<file path="config.mk">
export PLATFORM = sky130hd
export DESIGN_NAME = wb_data_seg_p_flat
export DESIGN_NICKNAME = d
export VERILOG_FILES = /design/src/rtl/wb_data_seg_p_if.sv /design/src/rtl/wb_data_seg_p.sv /design/src/flat_wrapper.sv
export SDC_FILE = /design/constraint.sdc
export NUM_CORES = 1
export LEC_CHECK = 0
export BUFFER_PORTS_ARGS = -buffer_cell sky130_fd_sc_hd__buf_2
export CORE_MARGIN = 8
export CORE_UTILIZATION = 55
export DETAILED_ROUTE_END_ITERATION = 8
export GPL_TIMING_DRIVEN = 0
export PLACE_DENSITY_LB_ADDON = 0.08
export REMOVE_ABC_BUFFERS = 1
export SLEW_MARGIN = 20
export SYNTH_ARGS = -nofsm -noshare
export SYNTH_HDL_FRONTEND = slang
export SYNTH_SLANG_ARGS = --single-unit
export TNS_END_PERCENT = 50
</file>
<file path="constraint.sdc">
create_clock -name clk -period 4.8 [get_ports clk]
set_clock_uncertainty 0.1 [all_clocks]
set_input_delay 1.44 -clock clk [delete_from_list [all_inputs] [get_ports clk]]
set_output_delay 1.44 -clock clk [all_outputs]
set_load 0.005 [all_outputs]
</file>
<file path="src/rtl/wb_data_seg_p_if.sv">
// Memory request port between the write-back data segment and the data memory/cache.
interface wb_data_seg_p_if #(
   parameter int unsigned XLEN   = 32,
   parameter int unsigned ADDR_W = 32
);
   localparam int unsigned NB = XLEN / 8;

   logic              mem_req;
   logic [NB-1:0]     mem_we;
   logic [ADDR_W-1:0] mem_addr;
   logic [XLEN-1:0]   mem_wdata;
   logic              mem_ready;
   logic [XLEN-1:0]   mem_rdata;

   modport master (
      output mem_req,
      output mem_we,
      output mem_addr,
      output mem_wdata,
      input  mem_ready,
      input  mem_rdata
   );

   modport slave (
      input  mem_req,
      input  mem_we,
      input  mem_addr,
      input  mem_wdata,
      output mem_ready,
      output mem_rdata
   );
endinterface

</file>
<file path="src/rtl/wb_data_seg_p.sv">
// MEM/WB write-back data segment: store lane alignment, load extension, miss wait FSM and
// the registered write-back value.
module wb_data_seg_p #(
   parameter int unsigned XLEN   = 32,
   parameter int unsigned ADDR_W = 32,
   parameter int unsigned NB     = XLEN / 8
) (
   input  logic              clk,
   input  logic              rst,
   input  logic              bubbleW,
   input  logic              flushW,
   input  logic              wb_select,
   input  logic [2:0]        load_type,
   input  logic [NB-1:0]     store_en,
   input  logic [ADDR_W-1:0] addr,
   input  logic [XLEN-1:0]   in_data,
   wb_data_seg_p_if.master   mem,
   output logic [XLEN-1:0]   data_WB,
   output logic              miss,
   output logic              misalign
);
   localparam int unsigned OffW = $clog2(NB);

   localparam logic [2:0] LtLb  = 3'd1;
   localparam logic [2:0] LtLh  = 3'd2;
   localparam logic [2:0] LtLw  = 3'd3;
   localparam logic [2:0] LtLbu = 3'd4;
   localparam logic [2:0] LtLhu = 3'd5;
   localparam logic [2:0] LtLwu = 3'd6;
   localparam logic [2:0] LtLd  = 3'd7;

   typedef enum logic {StIdle, StWait} state_e;

   state_e            state_q, state_d;
   logic [ADDR_W-1:0] addr_q, addr_d;
   logic [2:0]        lt_q, lt_d;
   logic              sel_q, sel_d;
   logic [NB-1:0]     we_q, we_d;
   logic [XLEN-1:0]   wdata_q, wdata_d;
   logic [XLEN-1:0]   data_q, data_d;
   logic [XLEN-1:0]   held_q, held_d;
   logic              held_vld_q, held_vld_d;
   logic              flush_pend_q, flush_pend_d;

   logic [OffW-1:0]   off;
   logic [2:0]        lt_eff;
   logic [2*NB-1:0]   we_wide;
   logic              store_mis, load_mis, mis_live, active, req_live, sel_live;
   logic [XLEN-1:0]   wdata_live;
   logic              upd;
   logic [XLEN-1:0]   val;

   // Pick the addressed lanes out of a full read word and extend them to XLEN.
   function automatic logic [XLEN-1:0] load_ext(input logic [XLEN-1:0] rdata,
                                                input logic [2:0]      lt,
                                                input logic [OffW-1:0] o);
      logic [XLEN-1:0] sh;
      sh = rdata >> {o, 3'b000};
      case (lt)
         LtLb:    return XLEN'($signed(sh[7:0]));
         LtLh:    return XLEN'($signed(sh[15:0]));
         LtLw:    return XLEN'($signed(sh[31:0]));
         LtLbu:   return XLEN'(sh[7:0]);
         LtLhu:   return XLEN'(sh[15:0]);
         LtLwu:   return XLEN'(sh[31:0]);
         default: return rdata;
      endcase
   endfunction

   assign off = addr[OffW-1:0];

   // Decode the live access: effective load type, lane alignment and misalignment.
   always_comb begin
      lt_eff = load_type;
      // a 32-bit datapath has no doubleword or unsigned-word loads; both act as LW
      if ((XLEN == 32) && ((load_type == LtLwu) || (load_type == LtLd))) begin
         lt_eff = LtLw;
      end
      we_wide   = {{NB{1'b0}}, store_en} << off;
      store_mis = |we_wide[2*NB-1:NB];
      load_mis  = 1'b0;
      case (lt_eff)
         LtLh, LtLhu: load_mis = off[0];
         LtLw, LtLwu: load_mis = |off[1:0];
         LtLd:        load_mis = |off;
         default:     load_mis = 1'b0;
      endcase
      mis_live   = store_mis | load_mis;
      active     = (load_type != 3'd0) | (|store_en);
      req_live   = rst & active & ~mis_live;
      sel_live   = wb_select & ~mis_live;
      wdata_live = in_data << {off, 3'b000};
   end

   // Memory port: live inputs while idle, latched copies while waiting on a miss.
   always_comb begin
      if (state_q == StWait) begin
         mem.mem_req   = rst;
         mem.mem_we    = we_q;
         mem.mem_addr  = addr_q & ~ADDR_W'(NB - 1);
         mem.mem_wdata = wdata_q;
         miss          = 1'b1;
         misalign      = 1'b0;
      end else begin
         mem.mem_req   = req_live;
         mem.mem_we    = we_wide[NB-1:0];
         mem.mem_addr  = addr & ~ADDR_W'(NB - 1);
         mem.mem_wdata = wdata_live;
         miss          = 1'b0;
         misalign      = mis_live;
      end
   end

   // Next state: wait FSM, request latches, flush-pending and the write-back/park registers.
   always_comb begin
      state_d      = state_q;
      addr_d       = addr_q;
      lt_d         = lt_q;
      sel_d        = sel_q;
      we_d         = we_q;
      wdata_d      = wdata_q;
      data_d       = data_q;
      held_d       = held_q;
      held_vld_d   = held_vld_q;
      flush_pend_d = flush_pend_q;
      upd          = 1'b0;
      val          = '0;

      case (state_q)
         StIdle: begin
            if (req_live && !mem.mem_ready) begin
               state_d = StWait;
               addr_d  = addr;
               lt_d    = lt_eff;
               sel_d   = sel_live;
               we_d    = we_wide[NB-1:0];
               wdata_d = wdata_live;
            end else begin
               upd = 1'b1;
               val = sel_live ? load_ext(mem.mem_rdata, lt_eff, off) : XLEN'(addr);
            end
         end
         StWait: begin
            if (mem.mem_ready) begin
               state_d = StIdle;
               upd     = 1'b1;
               if (flush_pend_q) begin
                  val = '0;
               end else begin
                  val = sel_q ? load_ext(mem.mem_rdata, lt_q, addr_q[OffW-1:0])
                              : XLEN'(addr_q);
               end
            end
         end
         default: state_d = StIdle;
      endcase

      // a flush cannot cancel an issued miss, so remember to discard its data
      if ((state_q == StWait) && mem.mem_ready) begin
         flush_pend_d = 1'b0;
      end else if (flushW && !bubbleW && (state_d == StWait)) begin
         flush_pend_d = 1'b1;
      end

      if (bubbleW) begin
         // park a miss completing under a bubble until the bubble drops
         if (upd && (state_q == StWait)) begin
            held_d     = val;
            held_vld_d = 1'b1;
         end
      end else if (held_vld_q) begin
         data_d     = flushW ? '0 : held_q;
         held_vld_d = 1'b0;
      end else if (flushW) begin
         data_d = '0;
      end else if (upd) begin
         data_d = val;
      end
   end

   // State registers with synchronous active-low reset.
   always_ff @(posedge clk) begin
      if (!rst) begin
         state_q      <= StIdle;
         addr_q       <= '0;
         lt_q         <= '0;
         sel_q        <= 1'b0;
         we_q         <= '0;
         wdata_q      <= '0;
         data_q       <= '0;
         held_q       <= '0;
         held_vld_q   <= 1'b0;
         flush_pend_q <= 1'b0;
      end else begin
         state_q      <= state_d;
         addr_q       <= addr_d;
         lt_q         <= lt_d;
         sel_q        <= sel_d;
         we_q         <= we_d;
         wdata_q      <= wdata_d;
         data_q       <= data_d;
         held_q       <= held_d;
         held_vld_q   <= held_vld_d;
         flush_pend_q <= flush_pend_d;
      end
   end

   assign data_WB = data_q;
endmodule
</file>
<file path="src/flat_wrapper.sv">
// flat-port wrapper written by rule: the top's interface ports become plain ports
module wb_data_seg_p_flat 
#(
   parameter int unsigned XLEN   = 32,
   parameter int unsigned ADDR_W = 32,
   parameter int unsigned NB     = XLEN / 8
)
  (clk, rst, bubbleW, flushW, wb_select, load_type, store_en, addr, in_data, data_WB, miss, misalign, mem_mem_req, mem_mem_we, mem_mem_addr, mem_mem_wdata, mem_mem_ready, mem_mem_rdata);
  wb_data_seg_p_if #(.XLEN(XLEN), .ADDR_W(ADDR_W)) mem_i ();
  input  logic clk;
  input  logic rst;
  input  logic bubbleW;
  input  logic flushW;
  input  logic wb_select;
  input  logic [2:0] load_type;
  input  logic [NB-1:0] store_en;
  input  logic [ADDR_W-1:0] addr;
  input  logic [XLEN-1:0] in_data;
  output logic [XLEN-1:0] data_WB;
  output logic miss;
  output logic misalign;
  output wire logic [$bits(mem_i.mem_req)-1:0] mem_mem_req;
  output wire logic [$bits(mem_i.mem_we)-1:0] mem_mem_we;
  output wire logic [$bits(mem_i.mem_addr)-1:0] mem_mem_addr;
  output wire logic [$bits(mem_i.mem_wdata)-1:0] mem_mem_wdata;
  input wire logic [$bits(mem_i.mem_ready)-1:0] mem_mem_ready;
  input wire logic [$bits(mem_i.mem_rdata)-1:0] mem_mem_rdata;
  assign mem_mem_req = mem_i.mem_req;
  assign mem_mem_we = mem_i.mem_we;
  assign mem_mem_addr = mem_i.mem_addr;
  assign mem_mem_wdata = mem_i.mem_wdata;
  assign mem_i.mem_ready = mem_mem_ready;
  assign mem_i.mem_rdata = mem_mem_rdata;
  wb_data_seg_p #(.XLEN(XLEN), .ADDR_W(ADDR_W), .NB(NB)) u_core (.clk(clk), .rst(rst), .bubbleW(bubbleW), .flushW(flushW), .wb_select(wb_select), .load_type(load_type), .store_en(store_en), .addr(addr), .in_data(in_data), .mem(mem_i), .data_WB(data_WB), .miss(miss), .misalign(misalign));
endmodule
</file>
==> results of run 1 <==
-- power breakdown --
group / switching [mW] / internal (mW)
logic: 0.341 / 0.240
clock network: 0.560 / 0.788
registers: 0.0299 / 1.18
total: 0.931 / 2.21
-- worst min-delay path: cells and delay by family, from the launching register on --
family,cells,cell delay (ps)
flip-flops,1,310
AO/OA/AOI/OAI,1,50
AND/OR/NAND/NOR,1,50
-- registers in the layout, summed over array words and instances, names as in the netlist --
register             cells
u_core.addr_q           32
u_core.held_q           32
u_core.held_vld_q        1
u_core.state_q           1
u_core.data_WB          32
u_core.we_q              4
u_core.wdata_q          32
u_core.sel_q             1
u_core.flush_pend_q      1
u_core.lt_q              3
-- routing by layer --
metal / routed length [um] / share of wire
met4: 833 / 0.026
met3: 3020 / 0.095
met1: 13100 / 0.41
met2: 14900 / 0.47
met5: 23 / 0.00072
-- synthesized netlist by cell type (5+ instances only) --
cell / n / share of area
nand2_1: 250 / 0.10
dfxtp_1: 139 / 0.30
o21ai_0: 104 / 0.056
clkbuf_1: 69 / 0.028
a21oi_1: 67 / 0.036
o21ai_1: 52 / 0.028
mux2_2: 50 / 0.060
a21boi_1: 49 / 0.039
mux2i_1: 44 / 0.047
nor2_1: 38 / 0.015
and2_1: 34 / 0.023
buf_2: 27 / 0.014
nand2b_1: 24 / 0.016
o211ai_1: 23 / 0.018
nand3_1: 20 / 0.011
a221oi_1: 15 / 0.014
inv_1: 13 / 0.0052
nor2b_1: 13 / 0.0087
nor3_1: 13 / 0.0069
o221ai_1: 10 / 0.0094
o31ai_1: 10 / 0.0080
a21boi_0: 9 / 0.0072
a22o_1: 9 / 0.0084
nor3_2: 9 / 0.0096
a211oi_1: 8 / 0.0064
a21o_1: 8 / 0.0064
a31oi_1: 8 / 0.0053
buf_1: 8 / 0.0032
buf_4: 8 / 0.0064
nor3b_1: 8 / 0.0064
or3_1: 8 / 0.0053
and3_1: 7 / 0.0047
o21ba_1: 7 / 0.0075
o21bai_1: 7 / 0.0056
a32o_1: 6 / 0.0064
o211a_1: 6 / 0.0064
o21ai_2: 5 / 0.0047
-- path summary, 6_finish.rpt --
kind	endpoint	startpoint	cells after the start
max reg2reg	u_core.held_q[28]	u_core.addr_q[0]	7
min reg2reg	u_core.data_WB[16]	u_core.data_WB[16]	2
min	u_core.data_WB[16]	u_core.data_WB[16]	2
max	mem_mem_we[2]	addr[0]	7
-- through the flow --
stage	cell area [sq um]	util	setup WS (ps)	total power [mW]
final	11100	0.665	117	3.14
after global routing	11100	0.665	9.54	3.26
after CTS	11100	0.664	38.2	3.14
after detailed placement	10400	0.628	-593	1.81
after global placement	10200	0.611	-2170	1.78
after floorplan	8850	-	252	1.53
-- kinds of logic after synthesis --
kind of cell               share of synthesized area
AOI/OAI and AO/OA                              0.309
DFF                                            0.297
other                                       0.000400
adders and majority gates                    0.00107
muxes                                          0.112
xor gates and xnor gates                     0.00187
and+or+nand+nor                                0.217
buffers and inverters                         0.0613
-- area by class of cell --
type | instances | area share
flip-flops and latches | 139 | 0.252
clock buffers | 18 | 0.0397
repair buffers | 218 | 0.115
clock inverters | 14 | 0.0145
multi-input cells | 976 | 0.549
well taps | 220 | 0.0249
diodes | 3 | 0.000678
inverters | 15 | 0.00531
==> impl_results.md, run 1 <==
- Status: finished, final reports clean
- Worst reg-to-reg setup slack: 1230 ps
- Pre-antenna DRT Iters: 7
- Share of flip-flops with an asynchronous set or reset: 0
- Core Rows: 47
- Final nets: 1476
- Post-synth cell types: 73
- Hold Slack: 347 ps
- Setup CP Type: in -> out
- Die ar.: 0.0215 sq mm
- CTS tree: built
- M3 GR Usage: 0.0769
- Most numerous cell on the critical path: buf_6
- Crit. End Element: output port
- Drt initial violations: 866
- Static leakage: 4.41 nW
- Register area share after synthesis: 0.297
- Ys flop type: dfxtp_1
- DIE HEIGHT: 146 um
- CTS Buf Count: 17
- Worst path arrival time: 3140 ps
- Yosys reg bits: 139
- H-tree Lvls: 4
- Max-Cap Viols: 0
- Most frequent cells in the layout: nand2_1, buf_2, dfxtp_1, o21ai_0, a21oi_1
- M2 GR Usage: 0.464
- Min-delay worst type: reg -> reg
- Final Critical Period: 4680 ps
- Final slew viol count: 0
- Starting Density: 0.563
- Post-synth EDFFs: 0
- Register area: 0.00279 sq mm
- Crit share post-route: 0.976
- Final setup violation count: 0
- Vias/cell: 6.17
- Largest net degree at the start of global routing: 77
- Relative slew slack: 0.230
- Post-Syn Area: 0.00937 sq mm
- Placer Congestion: 0.910
- Vias in the first global route: 9716
- Vias: 9888
- I/O Pins: 212
- Commonest non-fill, non-tap cell in the layout: nand2_1
- Clk_lat worst skew: 440 ps
- Crit path max-delay family: buffers and inverters
- Die width: 146 um
- CTS resizes: 2
- DP HPWL: 21.4 mm
- Port Buffer Count: 209
- Bufs on Longest Clock Path: 2
- First-pass GRT wire length: 50.5 mm
- Max rail drop VDD: 0.243 mV
- Power density cells: 284 mW/mm^2
- Busiest layer in global routing: met2
- Measured slew at the worst slew-check pin: 1150 ps
- Hold Buf Count CTS: 0
- WL final: 31.9 mm
- Overall Global Routing Usage: 0.288
- CP Launch Type: input port
- Overflow after GRT: 0
- Root Driver: clkbuf_16
- Antenna violation net count after detailed routing: 0
- Mean post-synth cell area: 7.53 sq um
- Final Non-Filler Cells: 1603
- Crit-path max cell delay: 600 ps
- Per-cell routed wire length: 19.9 um
- Clk pin slew, worst setup/hold paths: 60 ps
- Post-CTS setup repair buffer count: 0
- Share of layout cells above drive strength 1: 0.249
- Required time of the critical path: 3260 ps
- Fin. Hold Viols: 0
- Initial antenna violation count: 4
- Crit-path slowest cell: nor2b_2
- Core Footprint: 0.0166 sq mm
- Multi-input logic area: 0.00607 sq mm
- Ys Warns: 0
- Placed cell count: 1568
- DRC: 0
- Area delta synth->final: 18.2%
- Setup_tns: 0 ps
- RSZ-0062 raised after global routing: false
- Sinks on the clock net: 139
- Synthesized instance count: 1244
- Max Freq: 214 MHz
- Met1 Use GR: 0.356
- Worst Path Max Fanout: 52
- # fillers: 1450
- Cells along the critical path: buf_6, nor2b_2, buf_6, nand2_1, o21ai_0, mux2_2, buf_2
- Buf/Inv on CP: 3
Note: power is estimated with default switching activity, not from simulation.
==> run 2, diff against run 1 <==
--- a/constraint.sdc
+++ b/constraint.sdc
@@ -4,2 +4,2 @@
 set_output_delay 1.44 -clock clk [all_outputs]
-set_load 0.005 [all_outputs]
+set_load 0.02 [all_outputs]
==> impl_results.md, run 2 (synthesized netlist as in run 1, its figures left out) <==
- CTS Buf Count: 17 (unchanged)
- HP Start: u_core.data_WB[16]
- Post-CTS setup repair buffer count: 0 (unchanged)
- Final Non-Filler Cells: 1603 (unchanged)
- First-pass GRT wire length: 50.5 mm (unchanged)
- Final setup violation count: 0 (unchanged)
- Pre-CTS setup slack: -623 ps (-29.5 ps)
- Max rail drop VDD: 0.243 mV (-0.11%)
- Setup CP Type: in -> out
- Worst hold stages: 2 (unchanged)
- Setup ws final: 89.0 ps (-28.0 ps)
- Static leakage: 4.41 nW (about the same)
- Worst path arrival time: 3170 ps (+30 ps)
- I/O Pins: 212 (unchanged)
- CTS resizes: 3 (+1)
- Commonest non-fill, non-tap cell in the layout: nand2_1
- WL final: 31.9 mm (+0.15%)
- DIE HEIGHT: 146 um (unchanged)
- Share of layout cells above drive strength 1: 0.249 (unchanged)
- Most frequent cells in the layout: nand2_1, buf_2, dfxtp_1, o21ai_0, a21oi_1
- Max Freq: 212 MHz (-0.60%)
- Final nets: 1476 (unchanged)
- Required time of the critical path: 3260 ps (about the same)
- Root Driver: clkbuf_16
- Per-cell routed wire length: 19.9 um (+0.15%)
- Vias in the first global route: 9716 (unchanged)
- Area delta synth->final: 18.3% (about the same)
- Worst reg-to-reg setup slack: 1240 ps (about the same)
- Reg2Reg Depth: 7 (unchanged)
- Worst Path Max Fanout: 22 (-58%)
- Measured slew at the worst slew-check pin: 1150 ps (+0.345 ps)
- FF-to-FF End: u_core.held_q[28]
- CTS tree: built
- Final Cell Area: 0.0111 sq mm (about the same)
- Starting Density: 0.563 (unchanged)
- Die ar.: 0.0215 sq mm (unchanged)
- Vias/cell: 6.15 (-0.33%)
- Placer Congestion: 0.910 (unchanged)
- Final Critical Period: 4710 ps (+28.0 ps)
- Crit. End Element: output port
- Core Rows: 47 (unchanged)
- Power Total: 3.21 mW (+2.3%)
- Overflow after GRT: 0 (unchanged)
- Relative slew slack: 0.230 (about the same)
- Vias: 9855 (-0.33%)
- Final slew viol count: 0 (unchanged)
- Antenna violation net count after detailed routing: 0 (unchanged)
- DP HPWL: 21.4 mm (unchanged)
- RSZ-0062 raised after global routing: false
- Status: finished, final reports clean
- Max-Cap Viols: 0 (unchanged)
- # fillers: 1447 (-0.21%)
- Die width: 146 um (unchanged)
- Largest net degree at the start of global routing: 77 (unchanged)
- Port Buffer Count: 209 (unchanged)
- Sinks on the clock net: 139 (unchanged)
- Placed cell count: 1568 (unchanged)
- Area post-placement: 0.0104 sq mm (unchanged)
- Hold Buf Count CTS: 0 (unchanged)
- DRC: 0 (unchanged)
- Core Footprint: 0.0166 sq mm (unchanged)
- Crit-path slowest cell: or3_2
- Drt initial violations: 883 (+2.0%)
- Pre-antenna DRT Iters: 5 (-2)
- Min-delay worst type: reg -> reg
- Clk pin slew, worst setup/hold paths: 60 ps (about the same)
- Clk_lat worst skew: 440 ps (about the same)
- Most numerous cell on the critical path: buf_2
- Initial antenna violation count: 4 (unchanged)
- Overall Global Routing Usage: 0.288 (unchanged)
- Fin. Hold Viols: 0 (unchanged)
- H-tree Lvls: 4 (unchanged)
- Crit share post-route: 0.981 (+0.00584)
- Hold endpoint: u_core.data_WB[16]
- Cells along the critical path: buf_2, or3_2, o211ai_4, a21boi_0, buf_2
- Crit-path max cell delay: 730 ps (+130 ps)
- Bufs on Longest Clock Path: 2 (unchanged)
- Power density cells: 290 mW/mm^2 (+2.2%)
- R2R Path Start: u_core.addr_q[0]
- CP Launch Type: input port
## run 2: worst max-delay path, delay by kind of cell
kind | cells | cell delay, ps
AOI/OAI and AO/OA | 2 | 530
buffers and inverters | 2 | 470
and+or+nand+nor | 1 | 730
## run 2: routing by layer
layer	routed length (um)	vias up	part of all wire	global-route usage
met3	3150	78	0.099	0.0769
met1	13000	4600	0.41	0.356
li1	-	4699	-	-
met5	23	-	0.00072	0
met4	900	4	0.028	0.121
met2	14800	474	0.46	0.464
## run 2: worst max path at each step
| stage | cells past startpoint | startpoint | slack (ps) | end |
|---|---|---|---|---|
| floorplan | 2 | u_core.state_q | -100 | mem_mem_req |
| global placement | 7 | u_core.state_q | -2170 | u_core.data_WB[30] |
| detailed placement | 6 | addr[0] | -620 | mem_mem_req |
| CTS | 5 | load_type[1] | 60 | mem_mem_req |
| global route | 5 | load_type[1] | 20 | mem_mem_req |
| finish | 5 | load_type[1] | 90 | mem_mem_req |
## run 2: final cells by class
type                    count  area (sq um)  share of cell area
diodes                      3          7.51            0.000678
clock buffers              18           439              0.0396
clock inverters            14           160              0.0145
inverters                  15          58.8             0.00531
multi-input cells         976          6080               0.549
flip-flops and latches    139          2790               0.252
well taps                 220           275              0.0249
repair buffers            218          1270               0.115
## run 2: stage by stage
stage | hold slack (ps) | TNS (ps) | utilization
2_1_floorplan | 333 | -102 | -
3_5_place_dp | 340 | -21610 | 0.628
3_3_place_gp | 334 | -249680 | 0.611
4_1_cts | 349 | 0 | 0.664
5_1_grt | 364 | 0 | 0.665
6_report | 347 | 0 | 0.666
## run 2: power breakdown
group | internal, mW | total (mW) | switching (mW)
Combinational | 0.241 | 0.650 | 0.408
Clock | 0.788 | 1.35 | 0.562
Sequential | 1.18 | 1.21 | 0.0299
Total | 2.21 | 3.21 | 1.00
